`config.mk`:
```
export PLATFORM = sky130hd
export DESIGN_NAME = pixel_packer
export DESIGN_NICKNAME = d
export VERILOG_FILES = /design/src/rtl/pixel_packer.sv
export SDC_FILE = /design/constraint.sdc
export NUM_CORES = 1
export LEC_CHECK = 0
export CAP_MARGIN = 20
export CORE_MARGIN = 4
export CORE_UTILIZATION = 56
export CTS_CLUSTER_SIZE = 24
export DETAILED_ROUTE_END_ITERATION = 12
export PLACE_DENSITY = 0.82
export SYNTH_ARGS = -nofsm -noshare
export SYNTH_HDL_FRONTEND = slang
export SYNTH_SLANG_ARGS = --single-unit
export TNS_END_PERCENT = 50
```
`constraint.sdc`:
```
create_clock -name clock -period 6.5 [get_ports clock]
set_clock_uncertainty 0.1 [all_clocks]
set_input_delay 0.975 -clock clock [delete_from_list [all_inputs] [get_ports clock]]
set_output_delay 0.975 -clock clock [all_outputs]
set_load 0.02 [all_outputs]
```
`src/rtl/pixel_packer.sv`:
```
// Packs PACK consecutive pixels from a FWFT pixel FIFO into one wide word, zero-padding a frame's final word.
// Optional FRAME_CHECKSUM_EN adds a per-frame 16-bit pixel sum output (frame_checksum).
module pixel_packer #(
  parameter int DWIDTH_IN  = 8,
  parameter int PACK       = 4,
  parameter int DWIDTH_OUT = DWIDTH_IN * PACK,
  parameter int IMG_WIDTH  = 720,
  parameter int IMG_HEIGHT = 540
) (
  input  logic                  clock,
  input  logic                  reset,
  output logic                  fifo_in_rd_en,
  input  logic [DWIDTH_IN-1:0]  fifo_in_dout,
  input  logic                  fifo_in_empty,
  output logic                  fifo_out_wr_en,
  output logic [DWIDTH_OUT-1:0] fifo_out_din,
  input  logic                  fifo_out_full,
  output logic                  frame_done
`ifdef FRAME_CHECKSUM_EN
  ,
  output logic [15:0]           frame_checksum
`endif
);

  localparam int LANE_W = (PACK > 1) ? $clog2(PACK) : 1;
  localparam int X_W    = (IMG_WIDTH > 1) ? $clog2(IMG_WIDTH) : 1;
  localparam int Y_W    = (IMG_HEIGHT > 1) ? $clog2(IMG_HEIGHT) : 1;

  typedef enum logic {FILL, EMIT} state_t;

  state_t            state_reg, state_next;
  logic [LANE_W-1:0] lane_reg;
  logic [X_W-1:0]    x_reg;
  logic [Y_W-1:0]    y_reg;
  logic              last_reg;
  logic              frame_done_reg;
  logic              last_pix;
  logic              lane_last;

  assign last_pix  = (x_reg == X_W'(IMG_WIDTH - 1)) && (y_reg == Y_W'(IMG_HEIGHT - 1));
  assign lane_last = (lane_reg == LANE_W'(PACK - 1));
  assign frame_done = frame_done_reg;

  always_ff @(posedge clock or posedge reset) begin
    if (reset) begin
      state_reg <= FILL;
    end else begin
      state_reg <= state_next;
    end
  end

  // Handshakes are forced low while reset is held, so nothing is popped or pushed during reset.
  always_comb begin
    state_next     = state_reg;
    fifo_in_rd_en  = 1'b0;
    fifo_out_wr_en = 1'b0;
    if (!reset) begin
      case (state_reg)
        FILL: begin
          fifo_in_rd_en = !fifo_in_empty;
          if (fifo_in_rd_en && (lane_last || last_pix)) begin
            state_next = EMIT;
          end
        end
        EMIT: begin
          fifo_out_wr_en = !fifo_out_full;
          if (fifo_out_wr_en) begin
            state_next = FILL;
          end
        end
        default: state_next = FILL;
      endcase
    end
  end

  // last_reg marks that the word being assembled closes the frame; position is rewound at that pop.
  always_ff @(posedge clock or posedge reset) begin
    if (reset) begin
      lane_reg       <= '0;
      x_reg          <= '0;
      y_reg          <= '0;
      last_reg       <= 1'b0;
      frame_done_reg <= 1'b0;
    end else begin
      frame_done_reg <= fifo_out_wr_en && last_reg;
      if (fifo_in_rd_en) begin
        lane_reg <= lane_last ? '0 : lane_reg + 1'b1;
        if (last_pix) begin
          x_reg    <= '0;
          y_reg    <= '0;
          last_reg <= 1'b1;
        end else if (x_reg == X_W'(IMG_WIDTH - 1)) begin
          x_reg <= '0;
          y_reg <= y_reg + 1'b1;
        end else begin
          x_reg <= x_reg + 1'b1;
        end
      end
      if (fifo_out_wr_en) begin
        lane_reg <= '0;
        last_reg <= 1'b0;
      end
    end
  end

  generate
    for (genvar gi = 0; gi < PACK; gi++) begin : g_lane
      logic [DWIDTH_IN-1:0] lane_data_reg;

      always_ff @(posedge clock or posedge reset) begin
        if (reset) begin
          lane_data_reg <= '0;
        end else if (fifo_out_wr_en) begin
          lane_data_reg <= '0;
        end else if (fifo_in_rd_en && (lane_reg == LANE_W'(gi))) begin
          lane_data_reg <= fifo_in_dout;
        end
      end

      assign fifo_out_din[gi*DWIDTH_IN +: DWIDTH_IN] = lane_data_reg;
    end
  endgenerate

`ifdef FRAME_CHECKSUM_EN
  logic [15:0] sum_reg;

  always_ff @(posedge clock or posedge reset) begin
    if (reset) begin
      sum_reg        <= '0;
      frame_checksum <= '0;
    end else if (fifo_out_wr_en && last_reg) begin
      frame_checksum <= sum_reg;
      sum_reg        <= '0;
    end else if (fifo_in_rd_en) begin
      sum_reg <= sum_reg + 16'(fifo_in_dout);
    end
  end
`endif

endmodule

```
==> results.json, run 1 <==
{
  "seq_power_share_pct": 40.7,
  "synthFlopType": "dfrtp_1",
  "synth_top_area_cell": "dfrtp_1",
  "drtIter0Drc": 180,
  "async_reset_ff_share_pct": 100,
  "ys_seq_area_share_pct": 55.4,
  "clockBufferDepth": 2,
  "antenna_found_initial": 0,
  "ys_ff_latch": 57,
  "area.growth.synth_to_final_pct": 26.4,
  "fp-row-count": 24,
  "path_class": "in2out",
  "rrSetupSlack_ns": 4.06,
  "core_region_area_um2": 4410,
  "wl_per_cell_um": 15.7,
  "final_antenna_net_count": 0,
  "root_buffer": "clkbuf_8",
  "avgViaCountPerCell": 5.72,
  "placed_cells": 362,
  "synth_top_area_share_pct": 55.4,
  "p_switching_mw": 0.460,
  "avgSynthCellArea_um2": 9.39,
  "worstSetupEndpointType": "primary output",
  "cts_made_buffers": 9,
  "cts_max_level": 3,
  "die_width_um": 75.8,
  "setup_violations": 0,
  "cp_max_fo": 22,
  "start_util_pct": 58.3,
  "n_antenna_cell": 0,
  "final_hold_viol_count": 0,
  "syn_area_um2": 2570,
  "fin_cells": 378,
  "p_clk_share_pct": 23.8,
  "hpwl_um": 4170,
  "drive_gt1_share_pct": 8.59,
  "syn_nets": 292,
  "start_kind": "input pin",
  "status": "finished, final reports clean",
  "switching_share_pct": 35.1,
  "hp-class": "reg2reg",
  "maxCapViolCount": 0,
  "cts_sinks": 57,
  "yosys-top-cells-area": "dfrtp_1 55%, nand2_1 12%, a21oi_1 7.2%, ha_1 2.9%, nand3_1 1.9%",
  "p_per_area_nw_per_um2": 404,
  "drc_errors": 0,
  "io_buffers": 46,
  "rsz0062_at_grt": "no",
  "p_int_mw": 0.853,
  "fin_ws_ns": 2.28,
  "die_y_um": 75.8,
  "grt_start_max_net_pins": 58,
  "grt_pass1_vias": 1979,
  "io_pins": 47,
  "grt_pass1_wl_um": 9470,
  "cts_tree": "built",
  "finalCritPeriodShare_pct": 65.0,
  "post-place-ws_ns": 2.29,
  "ys_warn_count": 0,
  "clock_latency_ns": 0.33,
  "clkTransAtPathRegs_ns": 0.06,
  "relSlewSlack_pct": 45.1,
  "p_comb_share_pct": 35.4,
  "grt-ovfl-total": 0,
  "largest_reg_flops": 32,
  "post_cts_buffers": 0,
  "p_leak_nw": 1.45,
  "wl_um": 5930,
  "required_ns": 5.42,
  "worst_pin_slew_ns": 0.815,
  "synthCells": 274,
  "firstDrtPassIters": 4,
  "fin_setup_tns_ns": 0,
  "yosysUniqueCellTypes": 39,
  "num-fill-cells": 333,
  "cts_resized": 0,
  "fmax_mhz": 237,
  "peakVddDrop_v": 0.000304,
  "gp_congestion": 0.813,
  "slew_viol_final": 0,
  "cp.arrival_ns": 3.15,
  "min_period_ns": 4.22,
  "track_usage_pct": 22.3,
  "dieArea_um2": 5740,
  "nNetsFinal": 339,
  "synth-edff-count": 0,
  "power.total_mw": 1.31,
  "postCtsHoldBufs": 0,
  "vias": 2164
}
-- Yosys cell counts (all sizes together) (2+ instances only) --
cell / instances
o21ai: 6
buf: 5
and3: 4
o211ai: 2
and2: 5
clkbuf: 7
nand4: 4
nor3b: 2
nand3: 10
dfrtp: 57
or4b: 2
a21oi: 38
xor2: 5
or4: 3
nor2: 5
nor3: 3
nand2: 83
xnor2: 3
or3: 2
ha: 6
and4: 4
inv: 7
-- cell type report --
class	count	area (µm²)	area share (%)
clock buffers	10	128	3.92
repair buffers	48	475	14.6
well taps	52	65.1	2.00
flip-flops and latches	57	1430	43.8
clock inverters	6	58.8	1.81
inverters	7	26.3	0.807
multi-input cells	198	1070	33.0
-- metal layers --
metal / track usage, % / part of all wire [%] / vias up
li1: - / - / 1033
met1: 31.3 / 43 / 1037
met5: 0 / 0 / -
met4: 10.7 / 2.5 / 0
met2: 32.7 / 48 / 80
met3: 5.15 / 7.1 / 14
-- stage by stage --
stage / utilization [%] / cell area (µm²) / hold WS [ns]
2_1_floorplan: - / 2570 / 0.349
3_3_place_gp: 69.5 / 3070 / 0.374
3_5_place_dp: 69.5 / 3070 / 0.371
4_1_cts: 73.7 / 3250 / 0.385
5_1_grt: 73.7 / 3250 / 0.417
6_report: 73.7 / 3250 / 0.379
-- final timing paths --
kind	to	start	depth (start not counted)
max	fifo_in_rd_en	reset	4
min reg2reg	frame_done	last_reg	1
max reg2reg	y_reg[9]	state_reg	5
min in group asynchronous	y_reg[7]	reset	3
min	frame_done	last_reg	1
max in group asynchronous	lane_reg[1]	reset	3
-- worst max-delay path: stages --
cell             delay [ns]
clkdlybuf4s50_1        0.48
or3_1                  0.50
inv_1                  0.47
clkdlybuf4s50_1        0.72
-- power groups by stage --
stage	combinational [mW]	sequential (mW)	clock [mW]
6_report	0.465	0.535	0.313
4_1_cts	0.471	0.535	0.318
3_3_place_gp	0.455	0.532	0
5_1_grt	0.510	0.548	0.336
3_5_place_dp	0.467	0.538	0
2_1_floorplan	0.158	0.626	0
-- layout by cell type (no fill, tap or decap), types with 4 or more instances in the layout --
cell type and count:
nand4_1 4, xor2_1 5, a21oi_1 37, clkbuf_8 9
o21ai_0 6, nand3_1 10, nand2_1 83, clkdlybuf4s50_1 46
inv_1 6, dfrtp_1 57, clkinv_2 4, ha_1 6
nor2_1 4, and2_1 5
-- cells by family (layout without fill, tap and decap cells) --
group / count (synthesis) / count (layout) / share of synthesized area (%)
AND/OR/NAND/NOR: 132 / 132 / 24.7
flip-flops: 57 / 57 / 55.4
AO/OA/AOI/OAI: 52 / 52 / 11.2
buffers and inverters: 19 / 71 / 3.01
XOR/XNOR: 8 / 8 / 2.72
adder cells (fa/ha/maj): 6 / 6 / 2.92
No activity file was read; power rests on OpenSTA's default activity.
==> run 2: changes to the inputs <==
CORE_UTILIZATION = 52   (was 56)
PLACE_DENSITY = 0.76   (was 0.82)
clock period = 4.4 ns   (was 6.5 ns; I/O delays follow)
==> results.json, run 2 (synthesis gave the netlist of run 1 again) <==
{
  "track_usage_pct": 20.8,
  "worstSetupEndpointType": "primary output",
  "min_period_ns": 3.14,
  "relSlewSlack_pct": 42.3,
  "whs_ns": 0.383,
  "drtIter0Drc": 116,
  "die_y_um": 78.4,
  "io_buffers": 46,
  "wl_per_cell_um": 14.4,
  "final_cell_mix": "83 x nand2_1, 57 x dfrtp_1, 46 x clkdlybuf4s50_1",
  "maxCapViolCount": 0,
  "path_class": "in2out",
  "status": "finished, final reports clean",
  "clockBufferDepth": 2,
  "setup_violations": 0,
  "die_width_um": 78.4,
  "fp-row-count": 25,
  "cp.arrival_ns": 2.38,
  "avgViaCountPerCell": 5.37,
  "clock_latency_ns": 0.33,
  "start_util_pct": 54.1,
  "cts_max_level": 3,
  "firstDrtPassIters": 5,
  "wl_um": 5660,
  "cts_resized": 0,
  "start_kind": "input pin",
  "gp_congestion": 0.792,
  "cts_sinks": 57,
  "fmax_mhz": 319,
  "postCtsHoldBufs": 0,
  "vias": 2114,
  "rsz0062_at_grt": "no",
  "grt-ovfl-total": 0,
  "post_cts_buffers": 0,
  "cts_tree": "built",
  "grt_pass1_wl_um": 9800,
  "largest_reg_flops": 32,
  "antenna_found_initial": 0,
  "power.total_mw": 1.97,
  "worst_pin_slew_ns": 0.865,
  "hpwl_um": 3970,
  "slew_viol_final": 0,
  "final_common_cell": "nand2_1",
  "p_leak_nw": 1.46,
  "n_antenna_cell": 0,
  "drive_gt1_share_pct": 8.56,
  "area.growth.synth_to_final_pct": 28.3,
  "hp-class": "reg2reg",
  "fin_setup_tns_ns": 0,
  "final_util_pct": 69.4,
  "nNetsFinal": 340,
  "finalCritPeriodShare_pct": 71.3,
  "dieArea_um2": 6140,
  "grt_start_max_net_pins": 43,
  "required_ns": 3.64,
  "peakVddDrop_v": 0.000306,
  "io_pins": 47,
  "core_region_area_um2": 4750,
  "cp_max_fo": 8,
  "grt_pass1_vias": 2030,
  "clkTransAtPathRegs_ns": 0.06,
  "final_antenna_net_count": 0,
  "drc_errors": 0,
  "final_hold_viol_count": 0,
  "root_buffer": "clkbuf_8",
  "p_per_area_nw_per_um2": 597,
  "cts_made_buffers": 9
}
[run 2: cell count changes in the layout (fill, tap and decap cells not counted), sizes merged]
cell    before  now
buf          2    3
clkbuf      10   14
clkinv       5    1
[run 2: metal layers]
metal,vias to the layer above,share of wire (%),global-route usage (%)
met1,1006,48,29.6
met2,65,44,30.0
met5,-,0,0
li1,1030,-,-
met3,13,6.1,6.19
met4,0,1.9,7.87
[run 2: power breakdown]
group / total (mW) / switching (mW) / internal (mW)
combinational: 0.683 / 0.360 / 0.323
clock: 0.504 / 0.197 / 0.307
sequential: 0.785 / 0.105 / 0.680
[run 2: area by class of cell]
| type | count | area (µm²) |
|---|---|---|
| Clock buffer | 14 | 173 |
| Tap cell | 67 | 83.8 |
| Fill cell | 389 | 1450 |
| Timing Repair Buffer | 49 | 483 |
| Multi-Input combinational cell | 198 | 1070 |
| Inverter | 7 | 26.3 |
| Clock inverter | 2 | 35.0 |
| Sequential cell | 57 | 1430 |
[run 2: worst paths after layout]
kind | from | cells after the start | slack (ns) | end
max | reset | 4 | 1.26 | fifo_in_rd_en
min | last_reg | 1 | 0.38 | frame_done
max reg2reg | x_reg[4] | 4 | 2.14 | y_reg[4]
min reg2reg | last_reg | 1 | 0.38 | frame_done
max in group asynchronous | reset | 3 | 2.64 | g_lane[2].lane_data_reg[4]
min in group asynchronous | reset | 2 | 0.82 | y_reg[4]
[run 2: through the flow]
| stage | instances | worst slack, ns | cell area [µm²] |
|---|---|---|---|
| final | 394 | 1.26 | 3300 |
| after floorplan | 274 | 1.88 | 2570 |
| after global routing | 394 | 1.18 | 3300 |
| after CTS | 394 | 1.25 | 3300 |
| after detailed placement | 378 | 1.27 | 3090 |
| after global placement | 378 | 1.26 | 3090 |
[run 2: worst max-delay path, stage by stage]
cell and delay (ns):
clkdlybuf4s50_1 0.47, or3_1 0.50, inv_1 0.13, clkdlybuf4s50_1 0.61
==> run 3: changes to the inputs <==
clock period = 2.9 ns   (was 4.4 ns; I/O delays follow)
==> results.json, run 3 (synthesis gave the netlist of run 1 again) <==
{
  "status": "finished, final reports clean",
  "min_period_ns": 2.71,
  "p_per_area_nw_per_um2": 887,
  "maxCapViolCount": 0,
  "r2r-start": "x_reg[4]",
  "fin_setup_tns_ns": 0,
  "wl_met3_um": 292,
  "firstDrtPassIters": 4,
  "min_from": "x_reg[9]",
  "relSlewSlack_pct": 70.1,
  "grt_pass1_wl_um": 10100,
  "nNetsFinal": 345,
  "post_cts_buffers": 0,
  "cts_resized": 0,
  "placed_cells": 383,
  "root_buffer": "clkbuf_8",
  "slowest_stage": "clkdlybuf4s50_1",
  "post-place-ws_ns": 0.212,
  "cp.arrival_ns": 2.18,
  "gp_congestion": 0.810,
  "required_ns": 2.37,
  "hpwl_um": 4110,
  "cts_tree": "built",
  "path_class": "in2out",
  "wl_um": 5770,
  "cts_made_buffers": 9,
  "whs_ns": 0.388,
  "slew_viol_final": 0,
  "grt_pass1_vias": 2031,
  "io_pins": 47,
  "io_buffers": 46,
  "finalCritPeriodShare_pct": 93.5,
  "clock_latency_ns": 0.33,
  "largest_reg_flops": 32,
  "hold_end": "x_reg[9]",
  "start_kind": "input pin",
  "fin_cells": 399,
  "grt_start_max_net_pins": 37,
  "final_common_cell": "nand2_1",
  "dieArea_um2": 6140,
  "fin_area_um2": 3320,
  "postCtsHoldBufs": 0,
  "worstSetupEndpointType": "primary output",
  "drtIter0Drc": 149,
  "path_cells": "clkdlybuf4s50_1 -> or3_1 -> inv_1 -> clkdlybuf4s50_1",
  "clkTransAtPathRegs_ns": 0.07,
  "final_util_pct": 69.8,
  "fin_ws_ns": 0.189,
  "cp_max_fo": 8,
  "die_width_um": 78.4,
  "cts_sinks": 57,
  "rsz0062_at_grt": "no",
  "met2_length_um": 2560,
  "final_antenna_net_count": 0,
  "r2r-end": "y_reg[3]",
  "drc_errors": 0,
  "cts_max_level": 3,
  "worstRegToRegCells": 4,
  "worst_pin_slew_ns": 0.447,
  "p_leak_nw": 1.48,
  "n_antenna_cell": 0,
  "final_hold_viol_count": 0,
  "track_usage_pct": 21.2,
  "avgViaCountPerCell": 5.34,
  "hp-class": "reg2reg",
  "die_y_um": 78.4,
  "drive_gt1_share_pct": 9.64,
  "antenna_found_initial": 0,
  "wl_per_cell_um": 14.5,
  "rrSetupSlack_ns": 0.66,
  "vias": 2129,
  "min_path_cells": 1,
  "dpl_cell_area_um2": 3130,
  "fp-row-count": 25,
  "met1_length_um": 2790,
  "clockBufferDepth": 2,
  "slowest_delay_ns": 0.63,
  "area.growth.synth_to_final_pct": 29.0,
  "start_util_pct": 54.1,
  "power.total_mw": 2.95,
  "grt-ovfl-total": 0,
  "peakVddDrop_v": 0.000687,
  "fmax_mhz": 369,
  "final_cell_mix": "83 x nand2_1, 57 x dfrtp_1, 46 x clkdlybuf4s50_1",
  "routed.top_layer": "met4",
  "setup_violations": 0,
  "crit_path_frequent_cell": "clkdlybuf4s50_1",
  "core_region_area_um2": 4750
}
[run 3: worst max-delay path by stage]
stage	startpoint	end	slack (ns)
6_report	reset	fifo_in_rd_en	0.19
5_1_grt	reset	fifo_in_rd_en	0.12
4_1_cts	reset	fifo_in_rd_en	0.20
3_5_place_dp	reset	fifo_in_rd_en	0.21
3_3_place_gp	reset	fifo_in_rd_en	0.23
2_1_floorplan	reset	y_reg[4]	0.78
[run 3: critical path: cells and delay by family]
kind | cells | cell delay [ns]
simple gates | 1 | 0.49
buf+inv | 3 | 1.24
[run 3: per-layer routing]
layer	global-route usage, %	vias up
li1	-	1038
met1	30.8	1017
met2	30.7	63
met3	3.56	11
met4	11.0	0
met5	0	-
[run 3: final cells by class]
class	instances	area, µm²
timing repair buffer	54	520
fill	392	1430
clock inverter	3	40.0
sequential	57	1430
inverter	7	26.3
tap	67	83.8
clock buffer	13	149
multi-input combinational	198	1070
[run 3: power by group]
group	switching, mW	total [mW]	internal [mW]
Clock	0.302	0.720	0.418
Sequential	0.154	1.19	1.03
Combinational	0.548	1.04	0.491
Total	1.00	2.95	1.94
